--- src/rtl/fifo_sc_ew_req_drain_pkg.sv ---
// Shared helpers for the request-based FIFO drain block.
// FUNC_LOG2 is the ceiling log2 used to size pointers and counts, with a minimum of 1.
package fifo_sc_ew_req_drain_pkg;

  function automatic int FUNC_LOG2(input int v);
    int r;
    r = 0;
    while ((1 << r) < v) r++;
    return (r < 1) ? 1 : r;
  endfunction

endpackage

--- src/rtl/buf_vr_reg_based.sv ---
// Small register-based skid FIFO with push/pop and an occupancy count.
// Pointers wrap explicitly, so SIZE does not have to be a power of 2.
module buf_vr_reg_based
  import fifo_sc_ew_req_drain_pkg::*;
#(
  parameter int DATA_WD = 32,
  parameter int SIZE    = 3
) (
  input  logic                           clk,
  input  logic                           rstn,
  input  logic                           push,
  input  logic [DATA_WD-1:0]             push_dat,
  input  logic                           pop,
  output logic                           val,
  output logic [DATA_WD-1:0]             dat,
  output logic [FUNC_LOG2(SIZE+1)-1:0]   cnt
);

  localparam int PW = FUNC_LOG2(SIZE);
  localparam int CW = FUNC_LOG2(SIZE+1);
  localparam logic [PW-1:0] LAST = PW'(SIZE-1);

  logic [SIZE-1:0][DATA_WD-1:0] mem;
  logic [PW-1:0]                wp;
  logic [PW-1:0]                rp;

  always_ff @(posedge clk or negedge rstn) begin
    if (!rstn) begin
      mem <= '0;
      wp  <= '0;
      rp  <= '0;
      cnt <= '0;
    end else begin
      if (push) begin
        mem[wp] <= push_dat;
        wp      <= (wp == LAST) ? '0 : wp + 1'b1;
      end
      if (pop) rp <= (rp == LAST) ? '0 : rp + 1'b1;
      cnt <= cnt + CW'(push) - CW'(pop);
    end
  end

  // Head entry is registered, so data stays stable until it is popped.
  assign val = (cnt != '0);
  assign dat = mem[rp];

endmodule

--- src/rtl/fifo_sc_ew_req_drain.sv ---
// Read-side master for request-based single-clock FIFOs: issues credit-limited
// reads, captures the 1-cycle-latency returns and drains them on valid/ready.
module fifo_sc_ew_req_drain
  import fifo_sc_ew_req_drain_pkg::*;
#(
  parameter int DATA_WD  = 32,
  parameter int BUF_SIZE = 3,
  parameter int CNT_WD   = 16
) (
  input  logic               clk,
  input  logic               rstn,
  input  logic               en_i,
  input  logic               fifo_rd_ept_i,
  output logic               fifo_rd_val_o,
  input  logic               fifo_rd_val_i,
  input  logic [DATA_WD-1:0] fifo_rd_dat_i,
  output logic               out_val_o,
  output logic [DATA_WD-1:0] out_dat_o,
  input  logic               out_rdy_i,
  output logic               busy_o,
  output logic [CNT_WD-1:0]  cnt_o
);

  localparam int CW = FUNC_LOG2(BUF_SIZE+1);

  generate
    if (BUF_SIZE < 2 || BUF_SIZE > 8) begin : g_bad_size
      $error("fifo_sc_ew_req_drain: BUF_SIZE must be within 2..8");
    end
  endgenerate

  logic [CW-1:0] buf_cnt;
  logic [CW:0]   credit_used;
  logic          inflight_r;
  logic          pop;

  // Credit ignores a same-cycle pop so ready never reaches the FIFO request.
  assign credit_used   = {1'b0, buf_cnt} + {{CW{1'b0}}, inflight_r};
  assign fifo_rd_val_o = en_i && !fifo_rd_ept_i && (credit_used < (CW+1)'(BUF_SIZE));
  assign pop           = out_val_o && out_rdy_i;
  assign busy_o        = inflight_r || (buf_cnt != '0);

  buf_vr_reg_based #(
    .DATA_WD (DATA_WD),
    .SIZE    (BUF_SIZE)
  ) u_buf (
    .clk      (clk),
    .rstn     (rstn),
    .push     (fifo_rd_val_i),
    .push_dat (fifo_rd_dat_i),
    .pop      (pop),
    .val      (out_val_o),
    .dat      (out_dat_o),
    .cnt      (buf_cnt)
  );

  always_ff @(posedge clk or negedge rstn) begin
    if (!rstn) begin
      inflight_r <= 1'b0;
      cnt_o      <= '0;
    end else begin
      inflight_r <= fifo_rd_val_o;
      if (pop) cnt_o <= cnt_o + 1'b1;
    end
  end

`ifdef SIM_KNOB_DBG
  always_ff @(posedge clk) begin
    if (rstn && fifo_rd_val_i && !inflight_r) begin
      $error("fifo_sc_ew_req_drain: return data without an outstanding request");
      $finish;
    end
    if (rstn && fifo_rd_val_i && !pop && (buf_cnt == CW'(BUF_SIZE))) begin
      $error("fifo_sc_ew_req_drain: push into full skid buffer");
      $finish;
    end
  end
`endif

endmodule
--- config.mk ---
export PLATFORM = sky130hd
export DESIGN_NAME = fifo_sc_ew_req_drain
export DESIGN_NICKNAME = d
export VERILOG_FILES = /design/src/rtl/fifo_sc_ew_req_drain_pkg.sv /design/src/rtl/buf_vr_reg_based.sv /design/src/rtl/fifo_sc_ew_req_drain.sv
export SDC_FILE = /design/constraint.sdc
export NUM_CORES = 1
export LEC_CHECK = 0
export BUFFER_PORTS_ARGS = -buffer_cell sky130_fd_sc_hd__buf_2
export CORE_MARGIN = 4
export CORE_UTILIZATION = 55
export CTS_BUF_LIST = sky130_fd_sc_hd__clkbuf_8
export DETAILED_ROUTE_END_ITERATION = 12
export HOLD_SLACK_MARGIN = 0.06
export PLACE_DENSITY = 0.78
export RECOVER_POWER = 50
export SYNTH_ARGS = -nofsm -noshare
export SYNTH_HDL_FRONTEND = slang
export SYNTH_SLANG_ARGS = --single-unit
--- constraint.sdc ---
create_clock -name clk -period 2.7 [get_ports clk]
set_input_delay 0.135 -clock clk [delete_from_list [all_inputs] [get_ports clk]]
set_output_delay 0.135 -clock clk [all_outputs]
set_load 0.01 [all_outputs]
* After elaboration in Yosys (flattened, before gate mapping) *
Index checks and enable logic that the tools add are counted.

word-level totals
  flip-flop bits (word level) = 119
  bits of input ports = 38
  output and inout port bits = 51
  logic and storage cells = 34

cells by class
  add/sub/neg operators = 6
  $lt $le $gt $ge = 4
  eq/ne operators = 2
  mux-type cells = 7
  reduce and logical (&&, ||, !) cells = 7

operator list
  kind                     count
  $bwmux W96               1
  $bmux W32 S2             1
  $demux W32 S2            1
  $mux W32                 2
  $add A16 B1 Y16 const B  1
  $lt A2 B3 Y1 const B     2
  $add A2 B1 Y2 const B    2
  $eq A2 B2 Y1 const B     2
  $logic_and A1 B1 Y1      4
  $mux W2                  2
  $add A2 B1 Y3            1
  $lt A3 B2 Y1 const B     1
  $add A2 B1 Y2            1
  $ge A2 B1 Y1 const B     1
  $reduce_bool A2 Y1       1
  $sub A2 B1 Y2            1
  $logic_not A1 Y1         1
  $logic_or A1 B1 Y1       1

* Longest topological paths before layout *
  word-level depth = 5
  gate-level depth with buffers = 7
  depth with buffers taken out = 7

* Hierarchy *
A second synthesis with hierarchy kept.

second synthesis, totals
  cell total of the unflattened synthesis = 364
  area total of the unflattened synthesis = 5280.1 µm²

by module, submodules not included
  module                times used  cells an instance  area each (µm²)  seq. area each (µm²)
  buf_vr_reg_based      1           302                4513.1           2552.4
  fifo_sc_ew_req_drain  1           62                 767.0            425.4

* Least setup slack after synthesis *
OpenSTA, ideal clock, no wires.

  kind = register to register
  start = register u_buf.cnt[0]
  end = register inflight_r
  setup time = 0.203 ns
  data arrival time = 1.646 ns
  data required time = 2.497 ns
  setup slack = 0.852 ns
  cell stages (with the launch flop) = 4
  path buffers = 0
  period minus slack after synthesis = 1.848 ns
  cell sequence = dfrtp_1 > ha_1 > ha_1 > a2111oi_0

on the way
  longest elaborated chain between the ends = 3

ends and longest elaborated chain
  element                 line                        text
  from (decl)             buf_vr_reg_based.sv:16      output logic [FUNC_LOG2(SIZE+1)-1:0] cnt
  from (signal assigned)  buf_vr_reg_based.sv:39      cnt <= cnt + CW'(push) - CW'(pop);
  $add A2 B1 Y3           fifo_sc_ew_req_drain.sv:38  assign credit_used = {1'b0, buf_cnt} + {{CW{1'b0}}, inflight_r};
  $lt A3 B2 Y1            fifo_sc_ew_req_drain.sv:39  assign fifo_rd_val_o = en_i && !fifo_rd_ept_i && (credit_used < (CW+1)'(BUF_SIZE));
  $logic_and A1 B1 Y1     fifo_sc_ew_req_drain.sv:39
  net fifo_rd_val_o       fifo_sc_ew_req_drain.sv:14  output logic fifo_rd_val_o,
  to (signal assigned)    fifo_sc_ew_req_drain.sv:62  inflight_r <= fifo_rd_val_o;
  to (decl)               fifo_sc_ew_req_drain.sv:34  logic inflight_r;

The timed path passes the listed nets, and every way through them passes these cells.
A chain may end at the register's enable or synchronous reset.

* Worst setup path in the final report *
  start = register u_buf.rp[0]
  end = output out_dat_o[11]

on the way
  longest elaborated chain between the ends = 2

ends and longest elaborated chain
  element                         line                        text
  from (decl)                     buf_vr_reg_based.sv:25      logic [PW-1:0] rp;
  from (signal assigned)          buf_vr_reg_based.sv:38      if (pop) rp <= (rp == LAST) ? '0 : rp + 1'b1;
  $bmux W32 S2                    buf_vr_reg_based.sv:45      assign dat = mem[rp];
  $mux W32 (not written as such)  buf_vr_reg_based.sv:45
  to (decl)                       fifo_sc_ew_req_drain.sv:18  output logic [DATA_WD-1:0] out_dat_o,

No other way between the ends. The select of a mux whose other input is x is not followed.

==> flow_summary_export.csv <==
group,metric,value,unit
run_status,status,"finished, violations left",
run_status,violations,"max-capacitance violations, max-slew violations",
setup_path,startpoint_type,"flop",
grt,grt_max_degree,63,
final_layout,layout-drive-gt1-share,39.5,%
cts,cts_num_sinks,119,
synth,yosysTopAreaCell,"dfrtp_1",
min_path,hold_depth,3,
drt,antenna_left,0,
cts,clock-root-buffer,"clkbuf_8",
grt,antenna_found_initial,0,
synth,synthTopCellsByArea,"dfrtp_1, mux2_2, mux2i_1",
drt,drt_iter0_drc,110,
synth,synth_nets,446,
final_layout,diodes,0,
drt,drc_errors,0,
die,start_util,56.6,%
setup_path,arrival,2.12,ns
grt,grt_overflow,0,
cts,clock_tree.buffer_depth,2,
final_layout,final_cells,676,
sta,final.setup.tns,0,ns
sta,worstMarginPinSlew,1.57,ns
placement,dp_cells,609,
cts,cts_resized,0,
die,fp.coreArea,0.00928,mm^2
synth,yosysTopAreaCellShare,56.6,%
placement,portBuffers,88,
grt,grt_pass1_vias,3764,
grt,grt_use_total,20.5,%
run,maxCapViolations,1,
setup_path,critPathMaxFanout,24,
die,die_h,106,um
synth,avgSynthCellArea,13.0,um^2
drt,route.detailed.wl_per_inst,16.2,um
die,io_pins,89,
grt,grt_pass1_wl,18.0,mm
setup_path,rr_worst_depth,4,
sta,slew_headroom,-4.53,%
die,std_cell_rows,35,
min_path,hold_path.class,"input port to flop",
sta,clock_skew,0.00864,ns
power_and_ir_drop,irDropWorstVdd,0.632,mV
final_layout,area_delta_synth_final,26.3,%
sta,timing.final.crit_share,83.4,%
drt,drt-pass1-iter-count,4,
cts,clk_transition_reported_paths,0.07,ns
sta,fmax,444,MHz
sta,drv_slew,62,
setup_path,critPathRequiredTime,2.57,ns
sta,setup_viol,0,
synth,synth_seq_area_share,56.6,%
drt,viasPerCell,5.24,
setup_path,worstSetupEndpointType,"output port",
placement,gp_congestion,0.766,
final_layout,nets,578,
power_and_ir_drop,power_density,1180,mW/mm^2
cts,worstSkewPairLatency,0.41,ns
drt,via_count,3542,
synth,synth_area,0.00526,mm^2
cts,htree_num_levels,4,
die,die-area,0.0112,mm^2
setup_path,critPathKind,"flop to output port",
synth,yosysWarnings,0,
synth,ys_types,32,
sta,hold_viol,0,
sta,rsz0062_at_grt,"no",
cts,cts_made_buffers,17,
power_and_ir_drop,p_leak,3.04,nW
sta,min_period,2.25,ns
synth,ys_ff_latch,119,
die,die_w,106,um
drt,wl,10.9,mm
placement,dp_hpwl,7.09,mm
cts,cts_tree,"yes",
synth,synth_cells,403,
logic make-up (layout without fill, tap and decap cells):
family          count (synthesis)  count (layout)  share of synthesized area, %
fa+ha+maj                       5               5                          1.19
buf+inv                        29             173                          2.36
simple gates                   67              67                          6.35
compound gates                 38              38                          3.85
xor+xnor                       17              17                          2.97
flops                         119             119                          56.6
mux                           128             128                          26.6
cell usage after synthesis:
cell type  instances
nor2b_1            1
mux2i_1           32
nor4_1             1
xor2_1             5
o21ai_2            1
a21o_1             2
and4_4             1
inv_1              7
and4_2             1
nor2_1             4
dfrtp_1          119
nand3_1            3
and4_1             1
xnor2_2            1
nor3_2             1
a2111oi_0          1
clkbuf_1           9
buf_2             12
nor3_1             2
or4_4              1
xnor2_1           11
buf_1              1
mux2_2            93
nand4_1            4
nand2_1           41
nand4_2            2
or3_1              2
ha_1               5
o21ai_0           34
nand3b_1           1
or2_2              1
mux2_1             3
final timing paths:
check / startpoint / to / slack (ns)
setup / recovery: u_buf.rp[0] / out_dat_o[11] / 0.45
hold reg to reg: u_buf.mem[67] / u_buf.mem[67] / 0.50
max in group asynchronous: rstn / u_buf.rp[0] / 1.00
min in group asynchronous: rstn / cnt_o[13] / 0.66
hold / removal: out_rdy_i / cnt_o[0] / 0.09
setup reg to reg: u_buf.cnt[0] / inflight_r / 0.55
worst max-delay path, cell delays in order, from the launching register on:
cell	delay [ns]
dfrtp_2	0.84
buf_4	0.33
mux2i_1	0.22
o21ai_0	0.13
buf_2	0.18
cell type report:
class | instances | area [um^2]
sequential | 119 | 2980
fill | 682 | 2640
multi-input combinational | 255 | 2170
timing repair buffer | 135 | 872
clock buffer | 20 | 275
tap | 129 | 161
clock inverter | 11 | 155
inverter | 7 | 26.3
sequential cells by signal, indices dropped and copies added, names as in the netlist:
signal	cells
inflight_r	1
cnt_o	16
u_buf.wp	2
u_buf.rp	2
u_buf.cnt	2
u_buf.mem	96
metrics by stage:
| stage | utilization [%] | instance area [um^2] | hold slack (ns) | total power, W | setup slack, ns |
|---|---|---|---|---|---|
| after floorplan | - | 5260 | -0.161 | 0.00505 | 0.852 |
| after global placement | 63.3 | 5880 | 0.262 | 0.00601 | 0.792 |
| after detailed placement | 63.3 | 5880 | 0.262 | 0.00619 | 0.759 |
| after CTS | 71.8 | 6670 | 0.0741 | 0.00796 | 0.408 |
| after global routing | 71.5 | 6640 | 0.107 | 0.00839 | 0.300 |
| final | 71.5 | 6640 | 0.0919 | 0.00787 | 0.448 |
per-layer routing:
| layer | GRT usage [%] | up-vias | share of wire, % |
|---|---|---|---|
| met5 | 0 | - | 0 |
| met2 | 35.8 | 70 | 52 |
| met3 | 4.96 | 10 | 4.3 |
| li1 | - | 1677 | - |
| met1 | 24.9 | 1785 | 43 |
| met4 | 6.85 | 0 | 0.79 |
timing repair:
| action | 4_1_cts | 5_1_grt |
|---|---|---|
| hold buffers | 36 | 0 |
| setup buffers | 0 | 0 |
| hold endpoints to repair | 160 | 0 |
report_power, final:
| group | total [W] | switching (W) | leakage, nW | internal (W) |
|---|---|---|---|---|
| clock | 0.00172 | 0.000654 | 0.227 | 0.00106 |
| combinational | 0.00297 | 0.00141 | 1.39 | 0.00155 |
| sequential | 0.00319 | 0.000572 | 1.43 | 0.00261 |
| total | 0.00787 | 0.00264 | 3.04 | 0.00523 |
cells in the final DEF (no fill, tap or decap), drive strengths merged:
cell         netlist  routed
a21o               2       2
o21ai             35      35
or4                1       1
clkbuf             9      38
xnor2             12      12
dfrtp            119     119
buf               13      81
nor2               4       4
nand3              3       3
clkinv             0       4
bufinv             0       4
mux2i             32      32
inv                7       9
nor2b              1       1
dlygate4sd3        0      36
nand3b             1       1
nor3               3       3
clkinvlp           0       1
or2                1       1
nand2             41      41
or3                2       2
mux2              96      96
xor2               5       5
and4               3       3
ha                 5       5
nor4               1       1
a2111oi            1       1
nand4              6       6
Power figures use the tool's default switching activity.
